`config.mk`:
```
export PLATFORM = sky130hd
export DESIGN_NAME = bidir_bus_seq
export DESIGN_NICKNAME = d
export VERILOG_FILES = /design/src/rtl/bidir_bus_seq_pkg.sv /design/src/rtl/bidir_bus_in_sync.sv /design/src/rtl/bidir_bus_seq.sv
export SDC_FILE = /design/constraint.sdc
export NUM_CORES = 1
export LEC_CHECK = 0
export ABC_AREA = 1
export BUFFER_PORTS_ARGS = -buffer_cell sky130_fd_sc_hd__buf_2
export CAP_MARGIN = 25
export CORE_ASPECT_RATIO = 0.9
export CORE_MARGIN = 2
export CORE_UTILIZATION = 45
export DETAILED_ROUTE_END_ITERATION = 10
export PLACE_DENSITY = 0.78
export SYNTH_ARGS = -nofsm -noshare
export SYNTH_HDL_FRONTEND = slang
export SYNTH_SLANG_ARGS = --single-unit
```
`constraint.sdc`:
```
create_clock -name clk -period 1.3 [get_ports clk]
set_input_delay 0.065 -clock clk [delete_from_list [all_inputs] [get_ports clk]]
set_output_delay 0.065 -clock clk [all_outputs]
set_load 0.05 [all_outputs]
```
`src/rtl/bidir_bus_seq_pkg.sv`:
```
// Shared types and constants for the half-duplex pad bus sequencer.
package bidir_bus_seq_pkg;

  typedef enum logic [2:0] {
    IDLE,
    DRIVE,
    STB,
    HOLD,
    RSTB,
    TURN
  } state_t;

  localparam int SYNC_STAGES = 2;

  // Phase counter width; leaves headroom for the synchronizer-lengthened read strobe.
  function automatic int cnt_w(input int stb_cyc, input int turn_cyc);
    int m;
    m = (stb_cyc > turn_cyc) ? stb_cyc : turn_cyc;
    return $clog2(m + 2);
  endfunction

endpackage

```
`src/rtl/bidir_bus_in_sync.sv`:
```
// DATA_W-wide multi-flop synchronizer for the pad input bus (used when BIDIR_BUS_SEQ_SYNC_EN is defined).
module bidir_bus_in_sync
  import bidir_bus_seq_pkg::*;
#(
  parameter int DATA_W = 8
) (
  input  logic              clk,
  input  logic              rst,
  input  logic [DATA_W-1:0] d,
  output logic [DATA_W-1:0] q
);

  logic [SYNC_STAGES-1:0][DATA_W-1:0] stage_reg;

  always_ff @(posedge clk) begin
    if (rst) begin
      stage_reg <= '0;
    end else begin
      stage_reg <= {stage_reg[SYNC_STAGES-2:0], d};
    end
  end

  assign q = stage_reg[SYNC_STAGES-1];

endmodule

```
`src/rtl/bidir_bus_seq.sv`:
```
// Single-transfer read/write sequencer for a half-duplex bidirectional pad bus with guaranteed turnaround.
// Define BIDIR_BUS_SEQ_SYNC_EN to synchronize pad_i before capture (read strobe grows by SYNC_STAGES cycles).
module bidir_bus_seq
  import bidir_bus_seq_pkg::*;
#(
  parameter int DATA_W   = 8,
  parameter int STB_CYC  = 2,
  parameter int TURN_CYC = 2
) (
  input  logic              clk,
  input  logic              rst,
  input  logic              req_valid,
  output logic              req_ready,
  input  logic              req_wr,
  input  logic [DATA_W-1:0] req_wdata,
  output logic              rsp_valid,
  output logic [DATA_W-1:0] rsp_rdata,
  output logic              busy,
  output logic              bus_stb,
  output logic              bus_wr,
  input  logic [DATA_W-1:0] pad_i,
  output logic [DATA_W-1:0] pad_o,
  output logic [DATA_W-1:0] pad_oe
);

  if (STB_CYC < 1 || TURN_CYC < 1) begin : g_param_err
    $error("bidir_bus_seq: STB_CYC and TURN_CYC must both be >= 1");
  end

`ifdef BIDIR_BUS_SEQ_SYNC_EN
  localparam int RSTB_CYC = STB_CYC + SYNC_STAGES;
`else
  localparam int RSTB_CYC = STB_CYC;
`endif

  localparam int CW = cnt_w(STB_CYC, TURN_CYC);
  typedef logic [CW-1:0] cnt_t;
  localparam cnt_t STB_LOAD  = cnt_t'(STB_CYC - 1);
  localparam cnt_t RSTB_LOAD = cnt_t'(RSTB_CYC - 1);
  localparam cnt_t TURN_LOAD = cnt_t'(TURN_CYC - 1);

  state_t            state_reg, state_next;
  cnt_t              cnt_reg, cnt_next;
  logic [DATA_W-1:0] wdata_reg, wdata_next;
  logic [DATA_W-1:0] cap_data;
  logic              accept;
  logic              capture;
  logic              drive_next;
  logic              ready_reg, oe_reg, stb_reg, wr_reg, busy_reg, rsp_valid_reg;
  logic [DATA_W-1:0] pad_o_reg, rsp_rdata_reg;

`ifdef BIDIR_BUS_SEQ_SYNC_EN
  bidir_bus_in_sync #(
    .DATA_W(DATA_W)
  ) u_in_sync (
    .clk(clk),
    .rst(rst),
    .d  (pad_i),
    .q  (cap_data)
  );
`else
  assign cap_data = pad_i;
`endif

  // ready_reg is only ever high in IDLE, so it doubles as the accept gate.
  assign accept     = req_valid && ready_reg && (state_reg == IDLE);
  assign capture    = (state_reg == RSTB) && (cnt_reg == '0);
  assign wdata_next = accept ? req_wdata : wdata_reg;

  always_comb begin
    state_next = state_reg;
    cnt_next   = cnt_reg;
    if (cnt_reg != '0) begin
      cnt_next = cnt_reg - 1'b1;
    end
    unique case (state_reg)
      IDLE: begin
        if (accept) begin
          state_next = req_wr ? DRIVE : RSTB;
          cnt_next   = req_wr ? '0 : RSTB_LOAD;
        end
      end
      DRIVE: begin
        if (cnt_reg == '0) begin
          state_next = STB;
          cnt_next   = STB_LOAD;
        end
      end
      STB: begin
        if (cnt_reg == '0) begin
          state_next = HOLD;
          cnt_next   = '0;
        end
      end
      HOLD, RSTB: begin
        if (cnt_reg == '0) begin
          state_next = TURN;
          cnt_next   = TURN_LOAD;
        end
      end
      TURN: begin
        if (cnt_reg == '0) begin
          state_next = IDLE;
          cnt_next   = '0;
        end
      end
      default: begin
        state_next = IDLE;
        cnt_next   = '0;
      end
    endcase
  end

  // Outputs are registered from the next state so each one lines up with its state.
  assign drive_next = (state_next == DRIVE) || (state_next == STB) || (state_next == HOLD);

  always_ff @(posedge clk) begin
    if (rst) begin
      state_reg     <= IDLE;
      cnt_reg       <= '0;
      wdata_reg     <= '0;
      ready_reg     <= 1'b0;
      oe_reg        <= 1'b0;
      stb_reg       <= 1'b0;
      wr_reg        <= 1'b0;
      busy_reg      <= 1'b0;
      pad_o_reg     <= '0;
      rsp_valid_reg <= 1'b0;
      rsp_rdata_reg <= '0;
    end else begin
      state_reg     <= state_next;
      cnt_reg       <= cnt_next;
      wdata_reg     <= wdata_next;
      ready_reg     <= (state_next == IDLE);
      oe_reg        <= drive_next;
      stb_reg       <= (state_next == STB) || (state_next == RSTB);
      wr_reg        <= drive_next;
      busy_reg      <= (state_next != IDLE);
      pad_o_reg     <= drive_next ? wdata_next : '0;
      rsp_valid_reg <= capture;
      if (capture) begin
        rsp_rdata_reg <= cap_data;
      end
    end
  end

  assign req_ready = ready_reg;
  assign rsp_valid = rsp_valid_reg;
  assign rsp_rdata = rsp_rdata_reg;
  assign busy      = busy_reg;
  assign bus_stb   = stb_reg;
  assign bus_wr    = wr_reg;
  assign pad_o     = pad_o_reg;
  assign pad_oe    = {DATA_W{oe_reg}};

endmodule
```
==> flow_metrics.env <==
export IMPL_status="finished clean"
export IMPL_synth_top_area_cell="dfxtp_1"
export IMPL_ioPinCount=49
export IMPL_p_leak_nw=1.01
export IMPL_reg2reg_from="state_reg[1]"
export IMPL_n_fill_cell=237
export IMPL_pwr_share_comb_pct=51.3
export IMPL_crit_fanout=5
export IMPL_min_to="rsp_rdata[5]"
export IMPL_drive_above_1_share_pct=39.1
export IMPL_die_h_um=56.3
export IMPL_area_growth_syn_to_layout_pct=37.9
export IMPL_ant_nets=0
export IMPL_dp_hpwl_um=2020
export IMPL_fin_worst_skew_ns=0.00446
export IMPL_syn_nets=185
export IMPL_gp_congestion=0.834
export IMPL_pwr_share_seq_pct=33.6
export IMPL_fin_setup_tns_ns=0
export IMPL_worst_pin_slew_ns=0.214
export IMPL_crit_chain="buf_4 > nand2_1 > nand2_1 > a21oi_2 > buf_4 > nand2_1 > nand2_1 > nand3_1"
export IMPL_r2r_slack_ns=0.05
export IMPL_clock_sinks=34
export IMPL_netSwitchingPower_mw=1.88
export IMPL_synth_edff_count=0
export IMPL_drv_cap=0
export IMPL_synthArstFlopShare_pct=0
export IMPL_synth_ff_type="dfxtp_1"
export IMPL_synth_top_area_share_pct=49.7
export IMPL_syn_cell_area_mm2=0.00137
export IMPL_cts_clk_slew_worst_paths_ns=0.10
export IMPL_rr_worst_depth=8
export IMPL_yosysUniqueCellTypes=22
export IMPL_viasPerCell=4.49
export IMPL_grt_pass1_vias=1126
export IMPL_finalHoldViolations=0
export IMPL_portBuffers=48
export IMPL_drtIter0Drc=51
export IMPL_cp_required_ns=1.53
export IMPL_grt_overflow=0
export IMPL_fin_crit_sh_pct=95.9
export IMPL_yosys_warnings=0
export IMPL_vias=1226
export IMPL_setup_violations=0
export IMPL_crit_top_cell="nand2_1"
export IMPL_worstSetupEndpointType="flop"
export IMPL_p_sw_share_pct=47.5
export IMPL_hold_class="input pin to flop"
export IMPL_rows=18
export IMPL_ys_ff_latch=34
export IMPL_final_cell_count_no_fill=273
export IMPL_slew_headroom_pct=85.3
export IMPL_max_stage_delay_ns=0.35
export IMPL_rsz0062_at_grt="yes"
export IMPL_wl_per_cell_um=10.9
export IMPL_fp_dieW_um=62.1
export IMPL_yosysSeqAreaShare_pct=49.7
export IMPL_critPathKind="flop to flop"
export IMPL_track_usage_pct=18.0
export IMPL_syn_mean_instance_area_um2=8.30
export IMPL_final_core_util_pct=67.1
export IMPL_fmax_mhz=803
export IMPL_slew_viol_final=0
export IMPL_antenna_found_initial=0
export IMPL_grt_start_max_net_pins=13
export IMPL_peakVddDrop_v=0.00124
export IMPL_cts_root_buf="clkbuf_4"
export IMPL_nets=252
export IMPL_cp_slowest_cell="dfxtp_2"
export IMPL_grt_pass1_wl_um=4970
export IMPL_hp_start="pad_i[5]"
export IMPL_ys_top_cells_by_count="dfxtp_1 (34), nand2_1 (27), nor2_1 (22), nand3_1 (17), inv_1 (15)"
export IMPL_rr_endpoint="busy"
export IMPL_cts_tree="built"
export IMPL_clk_insertion_delay_late_ns=0.33
export IMPL_yosysMostFrequentCell="dfxtp_1"
export IMPL_die_area_mm2=0.00350
export IMPL_period_minus_slack_ns=1.25
export IMPL_intPower_mw=2.08
export IMPL_coreArea_mm2=0.00282
export IMPL_drt_pass1_iterations=4
export IMPL_initial_utilization_pct=48.6
export IMPL_post_route_drc_count=0
export IMPL_dp_cells=248
export IMPL_diodes=0
export IMPL_drt_total_wl_um=2970
export IMPL_cts_buffer_depth=2
export IMPL_hold_ws_ns=0.00593
export IMPL_holdPathStages=3
export IMPL_cp_start_kind="flop"
export IMPL_critPathArrivalTime_ns=1.48
export IMPL_synth_area_leaders="dfxtp_1 (50%), nand2_1 (7.4%), nand3_1 (6.2%)"
export IMPL_cts_buffers=5
export IMPL_synth_cells=165
export IMPL_powerDensity_mw_per_mm2=2100
export IMPL_p_clk_share_pct=15.2
export IMPL_cts_htree_levels=2
## worst max-delay path: cells and delay by family, from the launching register on
kind            cells  cell delay, ns
simple gates        5            0.33
flops               1            0.35
compound gates      1            0.18
buf+inv             2            0.29
## logic make-up (layout without fill, tap and decap cells)
logic type      Yosys count  in the layout  share of synthesized area [%]
simple gates             79             80                           27.5
mux                       8              8                           5.85
buf+inv                  31             98                           11.9
flops                    34             34                           49.7
compound gates           13             13                           5.03
## power by group through the flow
stage	combinational (mW)	sequential [mW]	clock, mW
floorplan	1.29	1.68	0
global placement	1.88	1.34	0
detailed placement	1.89	1.34	0
CTS	1.93	1.32	0.614
global route	2.18	1.36	0.667
finish	2.03	1.33	0.601
## metal layers
metal / track usage [%] / up-vias / share of wire (%) / wire (µm)
met5: 0 / - / 0 / 0
li1: - / 653 / - / -
met4: 9.84 / 0 / 3.0 / 89
met1: 22.6 / 525 / 45 / 1320
met3: 5.21 / 8 / 5.7 / 170
met2: 27.8 / 40 / 47 / 1390
## cell type report
type                       count  area (µm²)  area share, %
tap                           40        50.0           2.65
multi-input combinational    101         557           29.5
timing repair buffer          73         464           24.6
sequential                    34         691           36.6
inverter                      17        66.3           3.51
clock buffer                   7        55.1           2.92
clock inverter                 1        5.00          0.265
## cell usage in the layout, fill, tap and decap left out, types with 2 or more instances in the layout
master / n
nand4_1: 2
o21ai_0: 2
dfxtp_1: 28
buf_4: 11
nor3_1: 2
nand3_1: 16
nand2_1: 25
nor2_4: 3
inv_1: 13
buf_2: 48
nand2_2: 4
dfxtp_2: 5
dlygate4sd3_1: 13
nand3_2: 2
mux2i_1: 8
a21oi_1: 10
nand2_4: 2
inv_2: 3
nor2_1: 21
clkbuf_4: 5
## worst max-delay path by stage
stage	to	slack (ns)	from
floorplan	pad_o[0]	0.07	req_ready
global placement	pad_o[6]	0.07	state_reg[0]
detailed placement	pad_o[2]	0.02	state_reg[0]
CTS	pad_o[2]	0.02	state_reg[2]
global route	pad_o[0]	-0.02	state_reg[0]
finish	busy	0.05	state_reg[1]
## per-stage QoR
step	area, µm²	power [mW]	setup WS (ns)
finish	1890	3.96	0.0539
global route	1890	4.21	-0.0173
CTS	1820	3.86	0.0208
detailed placement	1630	3.23	0.0164
global placement	1630	3.21	0.0732
floorplan	1370	2.98	0.0691
## repair_timing
action	in CTS	in global routing
setup buffers	0	3
gates cloned	0	1
endpoints found under the hold margin	14	0
resized for setup	1	15
pin swaps	0	8
hold buffers	13	0
endpoints found under the setup margin	8	19
Power figures use the tool's default switching activity.
